### src/rtl/time_base_gen_if.sv
// Bus between the time-base generator and its users: run/clear controls,
// optional time-of-day preset (TIME_LOAD_EN), strobes and running counts.
interface time_base_gen_if;
    logic       run;
    logic       clear;
`ifdef TIME_LOAD_EN
    logic       load;
    logic [5:0] load_sec;
    logic [5:0] load_min;
    logic [4:0] load_hour;
`endif
    logic       one_sec_timer;
    logic       one_min_timer;
    logic       one_hour_timer;
    logic [5:0] sec_count;
    logic [5:0] min_count;
    logic [4:0] hour_count;

`ifdef TIME_LOAD_EN
    modport master (
        output run, clear, load, load_sec, load_min, load_hour,
        input  one_sec_timer, one_min_timer, one_hour_timer,
               sec_count, min_count, hour_count
    );
    modport slave (
        input  run, clear, load, load_sec, load_min, load_hour,
        output one_sec_timer, one_min_timer, one_hour_timer,
               sec_count, min_count, hour_count
    );
`else
    modport master (
        output run, clear,
        input  one_sec_timer, one_min_timer, one_hour_timer,
               sec_count, min_count, hour_count
    );
    modport slave (
        input  run, clear,
        output one_sec_timer, one_min_timer, one_hour_timer,
               sec_count, min_count, hour_count
    );
`endif
endinterface

### src/rtl/time_base_gen.sv
// Time-base generator: divides clk_50m into one-cycle second/minute/hour
// strobes and keeps seconds/minutes/hours of day.
// Optional feature macro: TIME_LOAD_EN adds the synchronous time-of-day preset.
module time_base_gen #(
    parameter int CLK_FREQ_HZ  = 50_000_000,
    parameter int SEC_PER_MIN  = 60,
    parameter int MIN_PER_HOUR = 60,
    parameter int HOUR_PER_DAY = 24
) (
    input  logic           clk_50m,
    input  logic           reset,
    time_base_gen_if.slave bus
);
    // Keep a legal width even for a degenerate 1 Hz clock.
    localparam int              PW        = (CLK_FREQ_HZ > 1) ? $clog2(CLK_FREQ_HZ) : 1;
    localparam logic [PW-1:0]   PRE_LAST  = PW'(CLK_FREQ_HZ - 1);
    localparam logic [PW-1:0]   PRE_ONE   = PW'(1);
    localparam logic [5:0]      SEC_LAST  = 6'(SEC_PER_MIN - 1);
    localparam logic [5:0]      MIN_LAST  = 6'(MIN_PER_HOUR - 1);
    localparam logic [4:0]      HOUR_LAST = 5'(HOUR_PER_DAY - 1);

    logic [PW-1:0] r_presc;
    logic [5:0]    r_sec;
    logic [5:0]    r_min;
    logic [4:0]    r_hour;
    logic          r_sec_stb;
    logic          r_min_stb;
    logic          r_hour_stb;

    logic [PW-1:0] w_presc_next;
    logic [5:0]    w_sec_next;
    logic [5:0]    w_min_next;
    logic [4:0]    w_hour_next;
    logic          w_sec_stb_next;
    logic          w_min_stb_next;
    logic          w_hour_stb_next;

    logic          w_presc_wrap;
    logic          w_sec_wrap;
    logic          w_min_wrap;
    logic          w_hour_wrap;

    assign w_presc_wrap = (r_presc == PRE_LAST);
    assign w_sec_wrap   = (r_sec   == SEC_LAST);
    assign w_min_wrap   = (r_min   == MIN_LAST);
    assign w_hour_wrap  = (r_hour  == HOUR_LAST);

`ifdef TIME_LOAD_EN
    // Out-of-range preset fields are forced to zero so a count never
    // holds a value at or above its limit.
    logic [5:0] w_load_sec;
    logic [5:0] w_load_min;
    logic [4:0] w_load_hour;

    assign w_load_sec  = ({1'b0, bus.load_sec}  >= 7'(SEC_PER_MIN))  ? 6'd0 : bus.load_sec;
    assign w_load_min  = ({1'b0, bus.load_min}  >= 7'(MIN_PER_HOUR)) ? 6'd0 : bus.load_min;
    assign w_load_hour = ({1'b0, bus.load_hour} >= 6'(HOUR_PER_DAY)) ? 5'd0 : bus.load_hour;
`endif

    // Next-state: clear beats load beats run; strobes default low so none
    // can stay high past the edge that raised it.
    always_comb begin
        w_presc_next    = r_presc;
        w_sec_next      = r_sec;
        w_min_next      = r_min;
        w_hour_next     = r_hour;
        w_sec_stb_next  = 1'b0;
        w_min_stb_next  = 1'b0;
        w_hour_stb_next = 1'b0;
        if (bus.clear) begin
            w_presc_next = '0;
            w_sec_next   = '0;
            w_min_next   = '0;
            w_hour_next  = '0;
        end
`ifdef TIME_LOAD_EN
        else if (bus.load) begin
            w_presc_next = '0;
            w_sec_next   = w_load_sec;
            w_min_next   = w_load_min;
            w_hour_next  = w_load_hour;
        end
`endif
        else if (bus.run) begin
            if (w_presc_wrap) begin
                w_presc_next   = '0;
                w_sec_stb_next = 1'b1;
                if (w_sec_wrap) begin
                    w_sec_next     = '0;
                    w_min_stb_next = 1'b1;
                    if (w_min_wrap) begin
                        w_min_next      = '0;
                        w_hour_stb_next = 1'b1;
                        w_hour_next     = w_hour_wrap ? 5'd0 : r_hour + 5'd1;
                    end else begin
                        w_min_next = r_min + 6'd1;
                    end
                end else begin
                    w_sec_next = r_sec + 6'd1;
                end
            end else begin
                w_presc_next = r_presc + PRE_ONE;
            end
        end
    end

    // State and registered strobes; reset clears everything immediately.
    always_ff @(posedge clk_50m or posedge reset) begin
        if (reset) begin
            r_presc    <= '0;
            r_sec      <= '0;
            r_min      <= '0;
            r_hour     <= '0;
            r_sec_stb  <= 1'b0;
            r_min_stb  <= 1'b0;
            r_hour_stb <= 1'b0;
        end else begin
            r_presc    <= w_presc_next;
            r_sec      <= w_sec_next;
            r_min      <= w_min_next;
            r_hour     <= w_hour_next;
            r_sec_stb  <= w_sec_stb_next;
            r_min_stb  <= w_min_stb_next;
            r_hour_stb <= w_hour_stb_next;
        end
    end

    assign bus.one_sec_timer  = r_sec_stb;
    assign bus.one_min_timer  = r_min_stb;
    assign bus.one_hour_timer = r_hour_stb;
    assign bus.sec_count      = r_sec;
    assign bus.min_count      = r_min;
    assign bus.hour_count     = r_hour;
endmodule

### src/flat_wrapper.sv
// flat-port wrapper written by rule: the top's interface ports become plain ports
module time_base_gen_flat 
#(
    parameter int CLK_FREQ_HZ  = 50_000_000,
    parameter int SEC_PER_MIN  = 60,
    parameter int MIN_PER_HOUR = 60,
    parameter int HOUR_PER_DAY = 24
)
  (clk_50m, reset, bus_run, bus_clear, bus_one_sec_timer, bus_one_min_timer, bus_one_hour_timer, bus_sec_count, bus_min_count, bus_hour_count);
  time_base_gen_if bus_i ();
  input  logic clk_50m;
  input  logic reset;
  input wire logic [$bits(bus_i.run)-1:0] bus_run;
  input wire logic [$bits(bus_i.clear)-1:0] bus_clear;
  output wire logic [$bits(bus_i.one_sec_timer)-1:0] bus_one_sec_timer;
  output wire logic [$bits(bus_i.one_min_timer)-1:0] bus_one_min_timer;
  output wire logic [$bits(bus_i.one_hour_timer)-1:0] bus_one_hour_timer;
  output wire logic [$bits(bus_i.sec_count)-1:0] bus_sec_count;
  output wire logic [$bits(bus_i.min_count)-1:0] bus_min_count;
  output wire logic [$bits(bus_i.hour_count)-1:0] bus_hour_count;
  assign bus_i.run = bus_run;
  assign bus_i.clear = bus_clear;
  assign bus_one_sec_timer = bus_i.one_sec_timer;
  assign bus_one_min_timer = bus_i.one_min_timer;
  assign bus_one_hour_timer = bus_i.one_hour_timer;
  assign bus_sec_count = bus_i.sec_count;
  assign bus_min_count = bus_i.min_count;
  assign bus_hour_count = bus_i.hour_count;
  time_base_gen #(.CLK_FREQ_HZ(CLK_FREQ_HZ), .SEC_PER_MIN(SEC_PER_MIN), .MIN_PER_HOUR(MIN_PER_HOUR), .HOUR_PER_DAY(HOUR_PER_DAY)) u_core (.clk_50m(clk_50m), .reset(reset), .bus(bus_i));
endmodule
### config.mk
export PLATFORM = sky130hd
export DESIGN_NAME = time_base_gen_flat
export DESIGN_NICKNAME = d
export VERILOG_FILES = /design/src/rtl/time_base_gen_if.sv /design/src/rtl/time_base_gen.sv /design/src/flat_wrapper.sv
export SDC_FILE = /design/constraint.sdc
export NUM_CORES = 1
export LEC_CHECK = 0
export BUFFER_PORTS_ARGS = -buffer_cell sky130_fd_sc_hd__buf_4
export CORE_UTILIZATION = 50
export CTS_BUF_LIST = sky130_fd_sc_hd__clkbuf_16
export DETAILED_ROUTE_END_ITERATION = 10
export PLACE_DENSITY_LB_ADDON = 0.3
export SETUP_SLACK_MARGIN = 0.5
export SLEW_MARGIN = 25
export SYNTH_ARGS = -nofsm -noshare
export SYNTH_HDL_FRONTEND = slang
export SYNTH_SLANG_ARGS = --single-unit
### constraint.sdc
create_clock -name clk_50m -period 2.9 [get_ports clk_50m]
set_clock_uncertainty 0.05 [all_clocks]
set_input_delay 0.435 -clock clk_50m [delete_from_list [all_inputs] [get_ports clk_50m]]
set_output_delay 0.435 -clock clk_50m [all_outputs]
set_load 0.01 [all_outputs]
==> results of run 1 <==
## cell usage in the layout (no fill, tap or decap), types with 5 or more instances in the layout
cell type,n
a21oi_1,14
and3_1,6
buf_4,30
clkbuf_16,5
dfrtp_1,45
inv_1,5
nand2_1,19
nand3_1,15
nand4_1,14
nor2_1,38
o21ai_0,13
or3_1,10
xnor2_1,7
xor2_1,14
## cell families (layout without fill, tap and decap cells)
family / Yosys count / after routing / share of synthesized area
flops: 46 / 46 / 0.4779
fa+ha+maj: 4 / 4 / 0.02078
simple gates: 136 / 136 / 0.3039
buf+inv: 14 / 45 / 0.02286
xor+xnor: 21 / 21 / 0.07637
mux: 2 / 2 / 0.008831
compound gates: 38 / 38 / 0.08935
## stage by stage
step	power [mW]	area, sq um
after global routing	1.350	2861
final	1.308	2861
after detailed placement	0.7020	2636
after global placement	0.7015	2636
after floorplan	0.6876	2409
after CTS	1.323	2803
## layout make-up
class | instances | area, sq um | area share
multi-input combinational | 201 | 1220 | 0.4263
sequential | 46 | 1152 | 0.4027
timing repair buffer | 32 | 241.5 | 0.08439
clock buffer | 5 | 125.1 | 0.04373
tap | 52 | 65.06 | 0.02274
clock inverter | 2 | 33.78 | 0.01181
inverter | 6 | 23.77 | 0.008308
## metal layers
layer	GRT usage	vias to the layer above	share of wire	wire length, um
met5	0	-	0	0
met4	0.08222	0	0.014	71
met3	0.04923	8	0.047	236
met2	0.3439	51	0.48	2420
met1	0.2927	977	0.46	2347
li1	-	996	-	-
## worst max-delay path by stage
stage,from,end,cells past startpoint
after global routing,u_core.r_presc[7],u_core.bus.min_count[5],7
after floorplan,u_core.r_presc[7],u_core.bus.hour_count[2],6
after detailed placement,u_core.r_presc[7],u_core.bus.min_count[2],5
after global placement,u_core.r_presc[7],u_core.bus.min_count[2],5
after CTS,u_core.r_presc[0],u_core.bus.hour_count[4],6
final,u_core.r_presc[7],u_core.bus.min_count[2],7
## registers in the layout (all words and copies together), names as in the netlist
signal                     cells
u_core.r_presc                26
u_core.bus.min_count           6
u_core.bus.sec_count           6
u_core.bus.hour_count          5
u_core.bus.one_hour_timer      1
u_core.bus.one_min_timer       1
u_core.bus.one_sec_timer       1
## power groups by stage
stage | clock network [mW] | registers, mW | logic (mW)
2_1_floorplan | 0 | 0.658 | 0.0293
6_report | 0.618 | 0.647 | 0.0422
3_3_place_gp | 0 | 0.659 | 0.0427
4_1_cts | 0.633 | 0.647 | 0.0430
3_5_place_dp | 0 | 0.659 | 0.0431
5_1_grt | 0.655 | 0.647 | 0.0479
## timing repair
item	4_1_cts	5_1_grt
endpoints found under the setup margin	6	10
buffers inserted	1	4
gates cloned	0	1
pin swaps	1	6
resized for setup	0	5
## critical path, delay by kind of cell, from the launching register on
| kind | cells | cell delay, ns |
|---|---|---|
| and+or+nand+nor | 4 | 1.31 |
| DFF | 1 | 0.44 |
| buffers and inverters | 2 | 0.35 |
| AOI/OAI and AO/OA | 1 | 0.13 |
==> flow_summary.toml, run 1 <==
[clock_network]
cts_tree = "yes"
postCtsHoldBufs = 0
cts-buffers-inserted = 5
cts_sinks = 46
clkLatencyLatePin_ns = 0.28
clockRootBuffer = "clkbuf_16"
clk_pin_slew_ns = 0.06
cts-htree-levels = 2
clock_path_buffers = 2

[sta]
relSlewSlack = 0.4706
tns_ns = 0
fin_hold_ws_ns = 0.2293
period_minus_slack_ns = 2.337
slew_violations = 0
max_slew.worst_pin.slew_ns = 0.7931
grt_setup_unrepaired = "true"
hold_viol = 0
fin_ws_ns = 0.5629
finalSetupViolCount = 0
fin_crit_sh = 0.8059
fmax_mhz = 427.9

[power]
p_per_area_nw_per_um2 = 457.1
p_seq_frac = 0.495
pwr-share-comb = 0.032
switching_share = 0.1945
vdd_drop_max_uv = 321.0
pwr-share-clk = 0.473
intPower_mw = 1.054
p_leak_nw = 1.230
switching_power_mw = 0.2543

[placed_design]
dp_slack_ns = 0.3788
port_buffers = 23
dp_hpwl_mm = 3.381
place_congestion = 0.8674
placed_cells = 331

[drt]
vias = 2032
drc = 4
drtIter0Drc = 107
viasPerCell = 5.907
firstDrtPassIters = 8
wire_per_inst_um = 14.75
ant_nets = 0
finalWirelength_mm = 5.075

[outcome]
outcome = "finished, violations left"
violations = "DRC"

[setup_path]
r2r-end = "u_core.bus.min_count[2]"
path_cells = "or4_4 -> nor4_4 -> buf_4 -> nand4_1 -> buf_6 -> or4_1 -> a21oi_1"
r2r_cells = 7
max_stage_delay_ns = 0.55
worstPathArrival_ns = 2.50
slowest_stage = "or4_4"
worstPathRequired_ns = 3.06
r2r_setup_slack_ns = 0.56
end_kind = "flip-flop"
critPathKind = "reg -> reg"
r2r_start = "u_core.r_presc[7]"
worst-path-max-fanout = 6
cp-start-kind = "flip-flop"

[flow_run]
cap_violations = 0

[floorplanning]
num_io_pins = 24
core_area_sq_um = 4504
die_area_sq_um = 5099
start_util = 0.5347
die_h_um = 71.41
dieWidth_um = 71.41
placement_rows = 24

[final_layout]
fin_util = 0.6353
layoutNonFillerInstCount = 344
area_delta_synth_final_pct = 18.81
drive_gt1_frac = 0.1712
n_antenna_cell = 0
nets = 300
fillers = 391

[global_routing]
grt_usage = 0.2172
grt_pass1_vias = 1768
grt_antenna_before_repair = 0
grt_max_degree = 47
grt_pass1_wl_mm = 8.507
grt-ovfl-total = 0

[worst_hold_path]
hp-class = "in -> async"

[yosys]
avgSynthCellArea_sq_um = 9.228
yosys_warnings = 0
synth_nets = 269
synth_common_cells = "dfrtp_1, nor2_1, nand2_1, a21oi_1, nand3_1"
synth-seq-cells = 46
yosys.cell_count.top_type = "dfrtp_1"
postSynthCellCount = 261
synth_edf_count = 0
synth_top_cell_area_share = 0.4779
syn_area_sq_um = 2409
ys_top_cells_by_area = "dfrtp_1, nor2_1, xor2_1"
synth-main-ff-cell = "dfrtp_1"
synth_top_area_cell = "dfrtp_1"
synth_cell_type_count = 36
synth-async-reset-ratio = 1.000
yosysSeqAreaShare = 0.4779
(Power assumes the default switching activity.)
==> run 2, diff against run 1 <==
- ABC_AREA: not set -> 1
- clock period: 2.9 -> 2.3 ns (I/O delays scaled with it)
==> flow_summary.toml, run 2 <==
[final_layout]
layout_commonest_cell = "nand2_1"
n_antenna_cell = 0
final_cell_mix = "nand2_1, nor2_1, dfrtp_1, inv_1, buf_4"
drive_gt1_frac = 0.1807
fin_util = 0.6288
top_register = "u_core.r_presc"
area_delta_synth_final_pct = 19.62
final_area_sq_um = 3273
largest_reg_flops = 26
nets = 411

[placed_design]
place_congestion = 0.8826
place_area_sq_um = 2967
dp_hpwl_mm = 4.105
port_buffers = 23

[yosys]
synthMuxAreaShare = 0
syn_area_sq_um = 2736
synthXorXnorAreaFrac = 0.05441
synth_nets = 378
synth-main-ff-cell = "dfrtp_1"
ys_top_cells_by_area = "dfrtp_1, nand2_1, nor2_1"
avgSynthCellArea_sq_um = 7.396
synth_common_cells = "nand2_1, nor2_1, dfrtp_1, inv_1, nand3_1"
yosysSeqAreaShare = 0.4207
synth_top_family_by_area = "simple AND/OR/NAND/NOR gates"
synth_compound_area_frac = 0.04801
synth-seq-cells = 46
yosys_warnings = 0
synthSimpleGateAreaFrac = 0.3877
synth_top_area_cell = "dfrtp_1"
synth_cell_type_count = 28
synth-async-reset-ratio = 1.000
postSynthCellCount = 370
synth_top_cell_area_share = 0.4207
yosys.cell_count.top_type = "nand2_1"
synth_edf_count = 0
synth_fa_ha_area_frac = 0.01829

[global_routing]
grt_pass1_vias = 2201
grt_usage = 0.2154
grt_antenna_before_repair = 0
grt-ovfl-total = 0
grt_max_degree = 47
grt_pass1_wl_mm = 10.01

[power]
p_seq_frac = 0.486
switching_power_mw = 0.5065
pwr-share-clk = 0.365
p_per_area_nw_per_um2 = 573.9
pwr-share-comb = 0.149
vdd_drop_max_uv = 322.8
intPower_mw = 1.372
p_leak_nw = 1.512
switching_share = 0.2696

[clock_network]
clk_pin_slew_ns = 0.06
cts-htree-levels = 2
clock_path_buffers = 2
clkLatencyLatePin_ns = 0.29
cts_sinks = 46
cts_tree = "yes"
cts-buffers-inserted = 5
clockRootBuffer = "clkbuf_16"

[setup_path]
critPathKind = "reg -> reg"
max_stage_delay_ns = 0.45
r2r-end = "u_core.bus.sec_count[0]"
critical-path-top-delay-family = "simple AND/OR/NAND/NOR gates"
cp-startpoint = "u_core.bus.sec_count[0]"
slowest_stage = "dfrtp_2"
endpoint = "u_core.bus.sec_count[0]"
worstPathArrival_ns = 1.86
r2r_start = "u_core.bus.sec_count[0]"
worstPathRequired_ns = 2.47
cp-start-kind = "flip-flop"
end_kind = "flip-flop"
crit_buf_inv = 1
critical_path_depth = 7
path_cells = "ha_2 -> nand3_1 -> nor2_2 -> nor2_2 -> inv_1 -> or2_2 -> o21ai_2"
r2r_cells = 7
worst_path_most_repeated_cell = "nor2_2"
worst-path-max-fanout = 8
r2r_setup_slack_ns = 0.61

[sta]
fin_hold_ws_ns = 0.04011
max_slew.worst_pin.slew_ns = 0.5407
grt_setup_unrepaired = "false"
hold_viol = 0
tns_ns = 0
period_minus_slack_ns = 1.691
fmax_mhz = 591.3
fin_crit_sh = 0.7353
slew_violations = 0
finalSetupViolCount = 0
relSlewSlack = 0.6390

[floorplanning]
core_area_sq_um = 5205
num_io_pins = 24
die_area_sq_um = 5773
die_h_um = 75.98
dieWidth_um = 75.98
start_util = 0.5257
placement_rows = 26

[drt]
ant_nets = 0
vias = 2413
firstDrtPassIters = 5
wire_per_inst_um = 12.53
finalWirelength_mm = 5.937
drc = 0
viasPerCell = 5.091
drtIter0Drc = 159

[flow_run]
cap_violations = 0

[worst_hold_path]
hp-class = "in -> async"

[outcome]
outcome = "complete, no violations"
run 2: through the flow:
stage	worst slack (ns)	power, mW	cells
final	0.6088	1.879	474
after global routing	0.4747	1.969	474
after CTS	0.4884	1.846	467
after detailed placement	0.4413	1.155	459
after global placement	0.4758	1.148	459
after floorplan	0.7197	1.072	370
run 2: worst reg2reg max path, delay by kind of cell, from the launching register on:
kind / cells / cell delay [ns]
flops: 1 / 0.45
buf+inv: 1 / 0.17
fa+ha+maj: 1 / 0.21
compound gates: 1 / 0.13
simple gates: 4 / 0.61
run 2: layout make-up:
cell class	count	area, sq um
tap	70	87.58
clock buffer	5	125.1
inverter	38	156.4
timing repair buffer	28	222.7
fill	458	1932
sequential	46	1152
multi-input combinational	284	1516
clock inverter	3	12.51
run 2: worst min path at each step:
| stage | from | end | slack [ns] | cells past startpoint |
|---|---|---|---|---|
| 4_1_cts | reset | u_core.r_presc[17] | 0.05 | 3 |
| 3_5_place_dp | reset | u_core.bus.hour_count[1] | 0.36 | 3 |
| 6_report | reset | u_core.bus.hour_count[1] | 0.04 | 3 |
| 2_1_floorplan | bus_clear | u_core.bus.one_sec_timer | 0.36 | 1 |
| 3_3_place_gp | reset | u_core.bus.hour_count[1] | 0.35 | 3 |
| 5_1_grt | reset | u_core.bus.hour_count[1] | 0.08 | 3 |
run 2: power groups by stage:
stage / clock network (mW) / logic [mW] / registers [mW]
floorplan: 0 / 0.152 / 0.919
global placement: 0 / 0.232 / 0.916
detailed placement: 0 / 0.237 / 0.918
CTS: 0.700 / 0.240 / 0.905
global route: 0.732 / 0.316 / 0.921
finish: 0.686 / 0.281 / 0.912
run 2: cell families (layout without fill, tap and decap cells):
kind of cell / count (synthesis) / in the layout
simple gates: 242 / 245
flops: 46 / 46
buf+inv: 43 / 74
compound gates: 18 / 18
xor+xnor: 17 / 17
fa+ha+maj: 4 / 4
run 2: repair_timing:
| action | in CTS | in global routing |
|---|---|---|
| setup buffers | 0 | 4 |
| resized for setup | 4 | 19 |
| hold buffers | 0 | 0 |
| endpoints found under the setup margin | 20 | 43 |
| gates cloned | 0 | 3 |
| pin swaps | 0 | 4 |
run 2: per-layer routing:
layer	up-vias	part of all wire	track usage
met5	-	0	0
met4	0	0.025	0.07885
met3	12	0.033	0.03593
met2	47	0.46	0.3491
met1	1101	0.48	0.2918
li1	1253	-	-
